### config.mk
export PLATFORM = sky130hd
export DESIGN_NAME = memory_arbiter_rv32_flat
export DESIGN_NICKNAME = d
export VERILOG_FILES = /design/src/rtl/memory_arbiter_rv32_if.sv /design/src/rtl/memory_arbiter_rv32.sv /design/src/flat_wrapper.sv
export SDC_FILE = /design/constraint.sdc
export NUM_CORES = 1
export LEC_CHECK = 0
export CELL_PAD_IN_SITES_DETAIL_PLACEMENT = 0
export CELL_PAD_IN_SITES_GLOBAL_PLACEMENT = 1
export CORE_ASPECT_RATIO = 1.4
export CORE_MARGIN = 2
export CORE_UTILIZATION = 27
export CTS_BUF_LIST = sky130_fd_sc_hd__clkbuf_4 sky130_fd_sc_hd__clkbuf_8
export DETAILED_ROUTE_END_ITERATION = 16
export PLACE_DENSITY_LB_ADDON = 0.05
export SYNTH_ARGS = -nofsm -noshare
export SYNTH_HDL_FRONTEND = slang
export SYNTH_SLANG_ARGS = --single-unit
export TNS_END_PERCENT = 5
### constraint.sdc
create_clock -name clock -period 1.7 [get_ports clock]
set_clock_uncertainty 0.15 [all_clocks]
set_input_delay 0.34 -clock clock [delete_from_list [all_inputs] [get_ports clock]]
set_output_delay 0.34 -clock clock [all_outputs]
set_load 0.1 [all_outputs]
### src/rtl/memory_arbiter_rv32_if.sv
// rtl/memory_arbiter_rv32_if.sv - requester/memory bus bundle for memory_arbiter_rv32
//
// Groups the fetch port, the load/store port and the memory port.
//   slave  : arbiter view (requests and memory completion in, grants/responses out)
//   master : environment view (fetch logic, execute stage and memory block)
//   enable            arbiter grant enable
//   fetch_*           instruction fetch request/response
//   data_*            load/store request/response
//   mem_*             registered memory access and its completion
//   bus_error, busy   response qualifier and activity flag
interface memory_arbiter_rv32_if;
    logic        enable;
    logic        fetch_request;
    logic [31:0] fetch_address;
    logic        fetch_ready;
    logic [31:0] fetch_instruction;
    logic        data_request;
    logic        data_write;
    logic [31:0] data_address;
    logic [31:0] data_write_value;
    logic [3:0]  data_byte_enable;
    logic        data_ready;
    logic [31:0] data_read_value;
    logic        mem_request;
    logic        mem_write;
    logic [31:0] mem_address;
    logic [31:0] mem_write_value;
    logic [3:0]  mem_byte_enable;
    logic        mem_ready;
    logic [31:0] mem_read_value;
    logic        bus_error;
    logic        busy;

    modport slave (
        input  enable, fetch_request, fetch_address,
        input  data_request, data_write, data_address, data_write_value, data_byte_enable,
        input  mem_ready, mem_read_value,
        output fetch_ready, fetch_instruction, data_ready, data_read_value,
        output mem_request, mem_write, mem_address, mem_write_value, mem_byte_enable,
        output bus_error, busy
    );

    modport master (
        output enable, fetch_request, fetch_address,
        output data_request, data_write, data_address, data_write_value, data_byte_enable,
        output mem_ready, mem_read_value,
        input  fetch_ready, fetch_instruction, data_ready, data_read_value,
        input  mem_request, mem_write, mem_address, mem_write_value, mem_byte_enable,
        input  bus_error, busy
    );
endinterface

### src/rtl/memory_arbiter_rv32.sv
// rtl/memory_arbiter_rv32.sv - shares one memory port between fetch and load/store
//
// Ports:
//   clock    rising-edge clock
//   reset_n  synchronous active-low reset
//   bus      memory_arbiter_rv32_if.slave (requests, responses, memory port)
// Data wins over fetch unless fetch has already lost FETCH_STARVE_LIMIT
// consecutive contested grants. One access at a time; a registered one-cycle
// ready pulse goes back to the winner.
module memory_arbiter_rv32 #(
    parameter int unsigned FETCH_STARVE_LIMIT = 4,
    parameter int unsigned TIMEOUT_CYCLES     = 16
) (
    input  logic                         clock,
    input  logic                         reset_n,
    memory_arbiter_rv32_if.slave         bus
);
    typedef enum logic [1:0] {IDLE, FETCH_ACCESS, DATA_ACCESS, RESPOND} state_t;

    localparam logic [3:0] STARVE_LIMIT = 4'(FETCH_STARVE_LIMIT);
    localparam logic [7:0] TIMEOUT_LAST = (TIMEOUT_CYCLES == 0) ? 8'd0 : 8'(TIMEOUT_CYCLES - 1);

    state_t      state_q, state_d;
    logic [3:0]  starve_q, starve_d;
    logic [7:0]  timer_q, timer_d;
    logic        mem_request_q, mem_request_d;
    logic        mem_write_q, mem_write_d;
    logic [31:0] mem_address_q, mem_address_d;
    logic [31:0] mem_write_value_q, mem_write_value_d;
    logic [3:0]  mem_byte_enable_q, mem_byte_enable_d;
    logic        fetch_ready_q, fetch_ready_d;
    logic [31:0] fetch_instruction_q, fetch_instruction_d;
    logic        data_ready_q, data_ready_d;
    logic [31:0] data_read_value_q, data_read_value_d;
    logic        bus_error_q, bus_error_d;
    logic        grant_data;
    logic        timed_out;

    always_comb begin
        state_d             = state_q;
        starve_d            = starve_q;
        timer_d             = timer_q;
        mem_request_d       = mem_request_q;
        mem_write_d         = mem_write_q;
        mem_address_d       = mem_address_q;
        mem_write_value_d   = mem_write_value_q;
        mem_byte_enable_d   = mem_byte_enable_q;
        fetch_ready_d       = 1'b0;
        fetch_instruction_d = 32'd0;
        data_ready_d        = 1'b0;
        data_read_value_d   = 32'd0;
        bus_error_d         = 1'b0;
        grant_data          = 1'b0;
        timed_out           = (TIMEOUT_CYCLES != 0) && (timer_q == TIMEOUT_LAST);

        unique case (state_q)
            IDLE: begin
                if (bus.enable && (bus.data_request || bus.fetch_request)) begin
                    // Fetch only wins a contested grant once it has been starved.
                    grant_data    = bus.data_request &&
                                    !(bus.fetch_request && (starve_q == STARVE_LIMIT));
                    mem_request_d = 1'b1;
                    timer_d       = 8'd0;
                    if (grant_data) begin
                        state_d           = DATA_ACCESS;
                        mem_write_d       = bus.data_write;
                        mem_address_d     = bus.data_address;
                        mem_write_value_d = bus.data_write_value;
                        mem_byte_enable_d = bus.data_write ? bus.data_byte_enable : 4'b0000;
                        if (!bus.fetch_request) begin
                            starve_d = 4'd0;
                        end else if (starve_q != STARVE_LIMIT) begin
                            starve_d = starve_q + 4'd1;
                        end
                    end else begin
                        state_d           = FETCH_ACCESS;
                        mem_write_d       = 1'b0;
                        mem_address_d     = bus.fetch_address;
                        mem_write_value_d = 32'd0;
                        mem_byte_enable_d = 4'b0000;
                        starve_d          = 4'd0;
                    end
                end
            end
            FETCH_ACCESS, DATA_ACCESS: begin
                // A completion in the timeout cycle beats the abort.
                if (bus.mem_ready || timed_out) begin
                    state_d       = RESPOND;
                    mem_request_d = 1'b0;
                    bus_error_d   = !bus.mem_ready;
                    if (state_q == DATA_ACCESS) begin
                        data_ready_d      = 1'b1;
                        data_read_value_d = (bus.mem_ready && !mem_write_q) ? bus.mem_read_value : 32'd0;
                    end else begin
                        fetch_ready_d       = 1'b1;
                        fetch_instruction_d = bus.mem_ready ? bus.mem_read_value : 32'd0;
                    end
                end else if (TIMEOUT_CYCLES != 0) begin
                    timer_d = timer_q + 8'd1;
                end
            end
            RESPOND: begin
                state_d = IDLE;
            end
            default: begin
                state_d = IDLE;
            end
        endcase
    end

    always_ff @(posedge clock) begin
        if (!reset_n) begin
            state_q             <= IDLE;
            starve_q            <= 4'd0;
            timer_q             <= 8'd0;
            mem_request_q       <= 1'b0;
            mem_write_q         <= 1'b0;
            mem_address_q       <= 32'd0;
            mem_write_value_q   <= 32'd0;
            mem_byte_enable_q   <= 4'b0000;
            fetch_ready_q       <= 1'b0;
            fetch_instruction_q <= 32'd0;
            data_ready_q        <= 1'b0;
            data_read_value_q   <= 32'd0;
            bus_error_q         <= 1'b0;
        end else begin
            state_q             <= state_d;
            starve_q            <= starve_d;
            timer_q             <= timer_d;
            mem_request_q       <= mem_request_d;
            mem_write_q         <= mem_write_d;
            mem_address_q       <= mem_address_d;
            mem_write_value_q   <= mem_write_value_d;
            mem_byte_enable_q   <= mem_byte_enable_d;
            fetch_ready_q       <= fetch_ready_d;
            fetch_instruction_q <= fetch_instruction_d;
            data_ready_q        <= data_ready_d;
            data_read_value_q   <= data_read_value_d;
            bus_error_q         <= bus_error_d;
        end
    end

    assign bus.mem_request       = mem_request_q;
    assign bus.mem_write         = mem_write_q;
    assign bus.mem_address       = mem_address_q;
    assign bus.mem_write_value   = mem_write_value_q;
    assign bus.mem_byte_enable   = mem_byte_enable_q;
    assign bus.fetch_ready       = fetch_ready_q;
    assign bus.fetch_instruction = fetch_instruction_q;
    assign bus.data_ready        = data_ready_q;
    assign bus.data_read_value   = data_read_value_q;
    assign bus.bus_error         = bus_error_q;
    assign bus.busy              = (state_q != IDLE);
endmodule

### src/flat_wrapper.sv
// flat-port wrapper written by rule: the top's interface ports become plain ports
module memory_arbiter_rv32_flat 
#(
    parameter int unsigned FETCH_STARVE_LIMIT = 4,
    parameter int unsigned TIMEOUT_CYCLES     = 16
)
  (clock, reset_n, bus_enable, bus_fetch_request, bus_fetch_address, bus_data_request, bus_data_write, bus_data_address, bus_data_write_value, bus_data_byte_enable, bus_mem_ready, bus_mem_read_value, bus_fetch_ready, bus_fetch_instruction, bus_data_ready, bus_data_read_value, bus_mem_request, bus_mem_write, bus_mem_address, bus_mem_write_value, bus_mem_byte_enable, bus_bus_error, bus_busy);
  memory_arbiter_rv32_if bus_i ();
  input  logic clock;
  input  logic reset_n;
  input wire logic [$bits(bus_i.enable)-1:0] bus_enable;
  input wire logic [$bits(bus_i.fetch_request)-1:0] bus_fetch_request;
  input wire logic [$bits(bus_i.fetch_address)-1:0] bus_fetch_address;
  input wire logic [$bits(bus_i.data_request)-1:0] bus_data_request;
  input wire logic [$bits(bus_i.data_write)-1:0] bus_data_write;
  input wire logic [$bits(bus_i.data_address)-1:0] bus_data_address;
  input wire logic [$bits(bus_i.data_write_value)-1:0] bus_data_write_value;
  input wire logic [$bits(bus_i.data_byte_enable)-1:0] bus_data_byte_enable;
  input wire logic [$bits(bus_i.mem_ready)-1:0] bus_mem_ready;
  input wire logic [$bits(bus_i.mem_read_value)-1:0] bus_mem_read_value;
  output wire logic [$bits(bus_i.fetch_ready)-1:0] bus_fetch_ready;
  output wire logic [$bits(bus_i.fetch_instruction)-1:0] bus_fetch_instruction;
  output wire logic [$bits(bus_i.data_ready)-1:0] bus_data_ready;
  output wire logic [$bits(bus_i.data_read_value)-1:0] bus_data_read_value;
  output wire logic [$bits(bus_i.mem_request)-1:0] bus_mem_request;
  output wire logic [$bits(bus_i.mem_write)-1:0] bus_mem_write;
  output wire logic [$bits(bus_i.mem_address)-1:0] bus_mem_address;
  output wire logic [$bits(bus_i.mem_write_value)-1:0] bus_mem_write_value;
  output wire logic [$bits(bus_i.mem_byte_enable)-1:0] bus_mem_byte_enable;
  output wire logic [$bits(bus_i.bus_error)-1:0] bus_bus_error;
  output wire logic [$bits(bus_i.busy)-1:0] bus_busy;
  assign bus_i.enable = bus_enable;
  assign bus_i.fetch_request = bus_fetch_request;
  assign bus_i.fetch_address = bus_fetch_address;
  assign bus_i.data_request = bus_data_request;
  assign bus_i.data_write = bus_data_write;
  assign bus_i.data_address = bus_data_address;
  assign bus_i.data_write_value = bus_data_write_value;
  assign bus_i.data_byte_enable = bus_data_byte_enable;
  assign bus_i.mem_ready = bus_mem_ready;
  assign bus_i.mem_read_value = bus_mem_read_value;
  assign bus_fetch_ready = bus_i.fetch_ready;
  assign bus_fetch_instruction = bus_i.fetch_instruction;
  assign bus_data_ready = bus_i.data_ready;
  assign bus_data_read_value = bus_i.data_read_value;
  assign bus_mem_request = bus_i.mem_request;
  assign bus_mem_write = bus_i.mem_write;
  assign bus_mem_address = bus_i.mem_address;
  assign bus_mem_write_value = bus_i.mem_write_value;
  assign bus_mem_byte_enable = bus_i.mem_byte_enable;
  assign bus_bus_error = bus_i.bus_error;
  assign bus_busy = bus_i.busy;
  memory_arbiter_rv32 #(.FETCH_STARVE_LIMIT(FETCH_STARVE_LIMIT), .TIMEOUT_CYCLES(TIMEOUT_CYCLES)) u_core (.clock(clock), .reset_n(reset_n), .bus(bus_i));
endmodule
* After elaboration in Yosys (flattened, before gate mapping)
Index checks and enable logic that the tools add are counted.
** Cells by class
- $add $sub $neg :: 2
- Equal/unequal tests :: 10
- Muxes and demuxes :: 20
- Bitwise gates (word level) :: 4
- Reduce and logical (&&, ||, !) cells :: 21
** Operator list (number)
- 2-to-1 mux 32 bit :: 2
- 2-to-1 mux 4 bit :: 5
- 2-to-1 mux 8 bit :: 2
- one-hot mux 8 bit (2 select lines) :: 1
- AND reduction 3 bit :: 4
- adder 8 x 1 -> 8 bit (second input constant) :: 1
- equality test 8 x 4 -> 1 bit (second input constant) :: 1
- 2-to-1 mux 2 bit :: 3
- one-hot mux 2 bit (3 select lines) :: 1
- 2-to-1 mux 1 bit :: 5
- AND reduction 5 bit :: 1
- OR reduction 5 bit :: 1
- adder 4 x 1 -> 4 bit (second input constant) :: 1
- equality test 2 bit (second input constant) :: 2
- equality test 4 x 3 -> 1 bit (second input constant) :: 1
- logical AND 1 bit :: 4
- != test 2 x 1 -> 1 bit (second input constant) :: 2
- != test 4 x 3 -> 1 bit (second input constant) :: 1
- inverter 1 bit :: 4
- AND reduction 2 bit :: 2
- nonzero test 2 bit :: 2
- logical NOT 1 bit :: 3
- != test 3 bit (second input constant) :: 1
- equality test 2 x 1 -> 1 bit (second input constant) :: 1
- other kinds (5) :: 6
** Storage, ports and cells
- Register bits :: 151
- Word-level logic and storage cells :: 70

* Logic depth before layout (Yosys ltp)
Gate-level depths: netlist (run 1).
- Depth in word-level cells :: 7
- Mapped depth :: 8
- Mapped depth without buffers :: 6

* Least setup slack after synthesis (run 1)
Ideal clock, no wire load.
- Path type :: flip-flop to output port
- Start :: register u_core.state_q[0]
- End :: output bus_busy
- Arrival time :: 1.258 ns
- Data required time :: 1.210 ns
- Setup slack :: -0.048 ns
- Stages on the path, launching flop included :: 4
- Path through :: dfxtp_1 -> inv_1 -> ha_1 -> inv_1
** Between the ends
- Longest elaborated chain between the ends :: 1
** Ends and longest elaborated chain
- start, declared :: RTL line memory_arbiter_rv32.sv:23 : state_t state_q, state_d;
- start signal, assigned :: RTL line memory_arbiter_rv32.sv:127 : state_q <= state_d;
- nonzero test 2 bit :: RTL line memory_arbiter_rv32.sv:153 : assign bus.busy = (state_q != IDLE);
- end, declared :: RTL line flat_wrapper.sv:31 : output wire logic [$bits(bus_i.busy)-1:0] bus_busy;
No other way between the ends.

* Worst setup path after layout (run 1)
- Start :: register u_core.state_q[1]
- End :: register u_core.data_read_value_q[3], in the netlist u_core.bus.data_read_value[3]
** Between the ends
- Longest elaborated chain between the ends :: 3
- Elaborated cells between the ends (all ways) :: 4
- Classes of those cells :: 2 x eq/ne; 2 x reduce/logical
** Ends and longest elaborated chain
- equality test 2 x 1 -> 1 bit / equality test 2 bit (equally long branches) :: RTL line memory_arbiter_rv32.sv:56, memory_arbiter_rv32.sv:91
- OR reduction 2 bit :: RTL line memory_arbiter_rv32.sv:56 : unique case (state_q)
- AND reduction 5 bit (no line) (*)
- end signal, assigned :: RTL line memory_arbiter_rv32.sv:138 : data_read_value_q <= data_read_value_d;
- end, declared :: RTL line memory_arbiter_rv32.sv:34 : logic [31:0] data_read_value_q, data_read_value_d;
Every way passes the cells marked *; elsewhere a longest branch is shown, timed or not.
A chain may end at the register's enable or synchronous reset.

==> flow_summary.yaml, run 1 <==
timing:
  setup_viol: 41
  worst_slack_ns: -0.177
  relSlewSlack: 0.725
  fin_crit_ns: 1.88
  fmax_ghz: 0.533
  worst_slew_pin_slew_ns: 0.409
  rsz0062_at_grt: "true"
  finalMaxSlewViolations: 0
  hold_violations: 0
  fin_crit_sh: 1.10
global_route:
  grt_pass1_wl_mm: 29.2
  overflow: 0
  grt_max_degree: 52
  grtUsageTotal: 0.179
  grt_pass1_vias: 5504
  antenna_found_initial: 0
final_layout:
  layout_commonest_cell: "buf_12"
  utilization: 0.545
  antenna_cells: 0
  areaGrowthSynthToFinish_pct: 98.7
  final_cell_mix: "147 x buf_12, 146 x dfxtp_1, 138 x clkdlybuf4s50_1, 65 x and2_1, 42 x buf_4"
  drive_above_1_share: 0.301
  layout.nets: 997
placed_design:
  port_buffers: 276
  hpwl_mm: 14.1
  gp_congestion: 0.777
cts:
  root_buffer: "clkbuf_8"
  cts_max_level: 4
  cts_tree: "yes"
  cts_buffer_depth: 2
  cts-buffers-inserted: 17
  cts_sinks: 151
  clkTransAtPathRegs_ns: 0.09
  worstSkewPairLatency_ns: 0.45
  postCtsHoldBufs: 0
hold_path:
  min_path_type: "in -> reg"
  worstHoldStart: "bus_mem_read_value[26]"
critical_path:
  crit_required_ns: 1.94
  critPathLaunchType: "register"
  r2r-start: "u_core.state_q[1]"
  critPathLaunch: "u_core.state_q[1]"
  arrival_ns: 2.12
  critPathMaxFanout: 8
  critical_path.max_stage_delay_ns: 0.34
  crit_chain: "inv_2 > ha_4 > and2_4 > nand2_4 > nor3b_4 > buf_4 > buf_6 > buf_12 > and2_1"
  cp_slowest_cell: "dfxtp_2"
  crit_type: "reg -> reg"
  endpoint_kind: "register"
synth:
  yosysSeqAreaShare: 0.556
  ys_seq_elements: 151
  syn_area_um2: 5440
  synth-edff-count: 0
  synthCells: 539
  synth.avg_cell_area_um2: 10.1
  async_flop_share: 0
  synth.distinct_cells: 49
  yosys_warnings: 0
  synth_nets: 685
  synth_flop_cell: "dfxtp_1"
routing:
  remaining_drc_errors: 0
  ant_nets: 0
  vias_per_cell: 4.66
  first_iter_violations: 218
  vias: 5199
  firstDrtPassIters: 4
  wire_per_inst_um: 17.4
  postRouteWirelength_mm: 19.4
floorplanning:
  core_um2: 19800
  die_h_um: 172
  initial_core_util: 0.274
  fp.dieW_um: 124
  io_pins: 277
  dieArea_um2: 21300
  placementRows: 61
run_status:
  violations: "setup timing"
  status: "complete, but fails checks"
pwr:
  ir_worst_vdd_v: 0.000618
  power.total_mw: 14.4
  cellPowerDensity_nw_per_um2: 1330
  leakage_nw: 4.31
run:
  maxCapViolations: 0
==> per-layer routing <==
layer	up-vias	global-route usage	part of all wire	wire length, µm
met4	0	0.0562	0.015	282
met2	208	0.335	0.54	10500
met1	2457	0.176	0.34	6640
li1	2517	-	-	-
met5	-	0	0	0
met3	17	0.0759	0.10	1940
==> cells by family (layout without fill, tap and decap cells) <==
| logic type | Yosys count | in the layout | share of synthesized area |
|---|---|---|---|
| AO/OA/AOI/OAI | 136 | 136 | 0.154 |
| adder cells (fa/ha/maj) | 7 | 7 | 0.0161 |
| buffers and inverters | 49 | 374 | 0.0460 |
| flip-flops | 151 | 151 | 0.556 |
| multiplexers | 32 | 32 | 0.0589 |
| AND/OR/NAND/NOR | 164 | 164 | 0.169 |
==> critical path: cells and delay by family (launching register included) <==
kind	cells	cell delay, ns
and+or+nand+nor	4	0.60
buffers and inverters	4	0.46
DFF	1	0.34
adders and majority gates	1	0.26
==> worst paths after layout <==
path / endpoint / slack, ns / cells past startpoint
max: u_core.bus.data_read_value[3] / -0.18 / 9
min: u_core.bus.data_read_value[26] / 0.32 / 2
max reg2reg: u_core.bus.data_read_value[3] / -0.18 / 9
min reg2reg: u_core.bus.mem_byte_enable[0] / 0.35 / 2
==> timing repair <==
action | 4_1_cts | 5_1_grt
endpoints found under the setup margin | 140 | 144
gates resized for setup | 18 | 12
pin swaps | 36 | 13
setup buffers | 4 | 4
gates cloned | 2 | 1
==> synthesized netlist by cell type, drive strengths merged (2+ instances only) <==
cell type | instances | area [µm²]
dfxtp | 151 | 3020
and2 | 67 | 420
a21oi | 46 | 234
nor2 | 39 | 154
o21ai | 34 | 170
a22oi | 32 | 240
mux2i | 32 | 320
clkbuf | 21 | 78.8
buf | 19 | 138
nand2 | 16 | 60.1
nand3 | 15 | 75.1
inv | 9 | 33.8
nand4 | 8 | 50.1
ha | 7 | 87.6
o211ai | 6 | 50.1
and3 | 3 | 18.8
o221ai | 3 | 26.3
or4 | 3 | 22.5
a21o | 2 | 15.0
a31oi | 2 | 12.5
nand3b | 2 | 15.0
nand4b | 2 | 17.5
nor3 | 2 | 15.0
nor3b | 2 | 20.0
nor4 | 2 | 27.5
o22ai | 2 | 12.5
==> flip-flops by register name, summed over array words and instances, names as in the netlist <==
register / count
u_core.bus.fetch_instruction: 32
u_core.bus.mem_write: 1
u_core.bus.mem_address: 32
u_core.starve_q: 4
u_core.bus.mem_write_value: 32
u_core.state_q: 2
u_core.bus.bus_error: 1
u_core.bus.fetch_ready: 1
u_core.bus.data_ready: 1
u_core.bus.mem_byte_enable: 4
u_core.bus.mem_request: 1
u_core.bus.data_read_value: 32
u_core.timer_q: 8
==> where the power goes <==
group	switching [mW]	total, mW	internal, mW
logic	4.32	7.10	2.77
clock network	1.54	2.96	1.42
registers	0.387	4.35	3.96
total	6.25	14.4	8.16
==> cell type report <==
class / instances / area (µm²)
Fill cell: 1722 / 9030
Timing Repair Buffer: 333 / 4740
Sequential cell: 151 / 3030
Multi-Input combinational cell: 339 / 2260
Tap cell: 252 / 315
Clock buffer: 18 / 248
Clock inverter: 14 / 183
Inverter: 9 / 37.5
==> metrics by stage <==
step	instance area (µm²)	hold slack, ns	setup WS, ns	instances	TNS, ns
global placement	10200	0.325	-0.390	1074	-40.49
detailed placement	10200	0.329	-0.456	1074	-48.87
finish	10800	0.317	-0.177	1116	-3.43
global route	10800	0.286	-0.236	1116	-9.39
floorplan	5450	0.307	-0.0347	539	-1.36
CTS	10700	0.275	-0.192	1112	-3.99
(Power assumes the default switching activity.)
==> run 2, diff against run 1 <==
--- a/config.mk
+++ b/config.mk
@@ -16,4 +16,3 @@
 export SYNTH_ARGS = -nofsm -noshare
 export SYNTH_HDL_FRONTEND = slang
 export SYNTH_SLANG_ARGS = --single-unit
-export TNS_END_PERCENT = 5
==> run 2 against run 1 <==
The flow still finishes with violations (setup timing). Core utilization grew 3.4 points. Critical path depth shrank 4. Total power grew 4.3%. Critical endpoint is now bus_busy. Highest routed layer unchanged.
==> flow_summary.yaml, run 2 (synthesis results as in run 1) <==
run_status:
  status: "complete, but fails checks"
  violations: "setup timing"
critical_path:
  crit_required_ns: 1.21
  rr_worst_depth: 9
  crit_type: "reg -> out"
  critPathMaxFanout: 2
  cp_slowest_cell: "dfxtp_2"
  path_depth: 5
  crit_chain: "inv_2 > ha_4 > buf_6 > clkinvlp_4 > buf_12"
  critical_path.max_stage_delay_ns: 0.35
  path_delay_family: "buffers and inverters"
  arrival_ns: 1.36
  endpoint_kind: "output pin"
  cp_num_buf_inv: 4
  critPathLaunchType: "register"
timing:
  fmax_ghz: 0.540
  worst_slew_pin_slew_ns: 0.431
  fin_crit_ns: 1.85
  worst_slack_ns: -0.151
  setup_viol: 82
  finalMaxSlewViolations: 0
  finalSetupTns_ns: -3.40
  holdWs_ns: 0.301
  rsz0062_at_grt: "true"
  fin_crit_sh: 1.09
  relSlewSlack: 0.712
  hold_violations: 0
global_route:
  overflow: 0
  antenna_found_initial: 1
  grt_pass1_wl_mm: 28.8
  grt_max_degree: 39
  grt_pass1_vias: 5398
  grtUsageTotal: 0.181
final_layout:
  drive_above_1_share: 0.404
  layout.nets: 1010
  fillCellCount: 1646
  final_cell_mix: "150 x buf_12, 144 x dfxtp_1, 137 x clkdlybuf4s50_1, 50 x and2_1, 40 x buf_4"
  areaGrowthSynthToFinish_pct: 111
  final-seq-area_um2: 3030
  multi_input_area_um2: 2680
  layout_commonest_cell: "buf_12"
routing:
  wire_per_inst_um: 18.1
  postRouteWirelength_mm: 20.4
  remaining_drc_errors: 0
  first_iter_violations: 183
  wl_met2_mm: 11.2
  top_layer: "met4"
  vias_per_cell: 4.66
  met1_length_mm: 6.78
  ant_nets: 0
  firstDrtPassIters: 4
  wl_met3_mm: 2.03
  vias: 5262
floorplanning:
  placementRows: 61
  dieArea_um2: 21300
  die_h_um: 172
  core_um2: 19800
  fp.dieW_um: 124
  initial_core_util: 0.274
  io_pins: 277
placed_design:
  port_buffers: 276
  hpwl_mm: 13.8
  gp_congestion: 0.788
cts:
  worstSkewPairLatency_ns: 0.45
  cts_tree: "yes"
  cts_buffer_depth: 2
  cts-buffers-inserted: 17
  cts_sinks: 151
  clkTransAtPathRegs_ns: 0.08
  postCtsHoldBufs: 0
  root_buffer: "clkbuf_8"
  cts_max_level: 4
run:
  maxCapViolations: 0
pwr:
  leakage_nw: 4.44
  ir_worst_vdd_v: 0.000581
  cellPowerDensity_nw_per_um2: 1310
hold_path:
  holdPathStages: 5
  min_path_type: "in -> reg"
==> run 2: tightest hold or removal path, delay by kind of cell <==
kind                   cells  cell delay [ns]
buffers and inverters      1             0.21
AND/OR/NAND/NOR            2             0.18
AO/OA/AOI/OAI              2             0.13
==> run 2: stage by stage <==
stage,instances,setup WS (ns),power [mW],area (µm²),utilization
6_report,1130,-0.151,15.0,11500,0.579
3_3_place_gp,1070,-0.455,11.2,10100,0.510
2_1_floorplan,539,-0.0347,8.25,5450,-
3_5_place_dp,1070,-0.469,11.3,10100,0.510
5_1_grt,1130,-0.218,15.7,11500,0.579
4_1_cts,1113,-0.188,14.4,10800,0.546
==> run 2: what timing repair did <==
item / CTS / global route
gates resized for setup: 39 / 117
setup endpoints to repair: 122 / 111
pin swaps: 21 / 77
gates cloned: 5 / 7
hold endpoints to repair: 0 / 0
buffers inserted: 9 / 13
==> run 2: where the power goes <==
group / switching [mW] / total [mW] / leakage (nW) / internal [mW]
sequential: 0.399 / 4.36 / 1.23 / 3.96
clock: 1.47 / 2.83 / 0.197 / 1.36
combinational: 4.66 / 7.84 / 3.02 / 3.18
total: 6.53 / 15.0 / 4.44 / 8.50
==> run 2: final timing paths <==
kind                                 startpoint                       endpoint  slack [ns]
setup / recovery              u_core.state_q[1]                       bus_busy       -0.15
setup reg to reg              u_core.state_q[1]             u_core.starve_q[0]       -0.11
hold reg to reg   u_core.bus.mem_byte_enable[0]  u_core.bus.mem_byte_enable[0]        0.34
hold / removal                 bus_data_request              u_core.state_q[1]        0.30
==> run 2: cell type report <==
cell class	instances	area share
clock inverters	14	0.0139
clock buffers	18	0.0210
well taps	252	0.0274
flip-flops and latches	151	0.264
multi-input cells	339	0.233
diodes	1	0.000218
repair buffers	346	0.437
inverters	9	0.00348
==> run 2: per-layer routing <==
| metal | vias to the layer above | track usage |
|---|---|---|
| met5 | - | 0 |
| met4 | 0 | 0.0625 |
| met3 | 23 | 0.0861 |
| met2 | 192 | 0.339 |
| met1 | 2500 | 0.168 |
| li1 | 2547 | - |
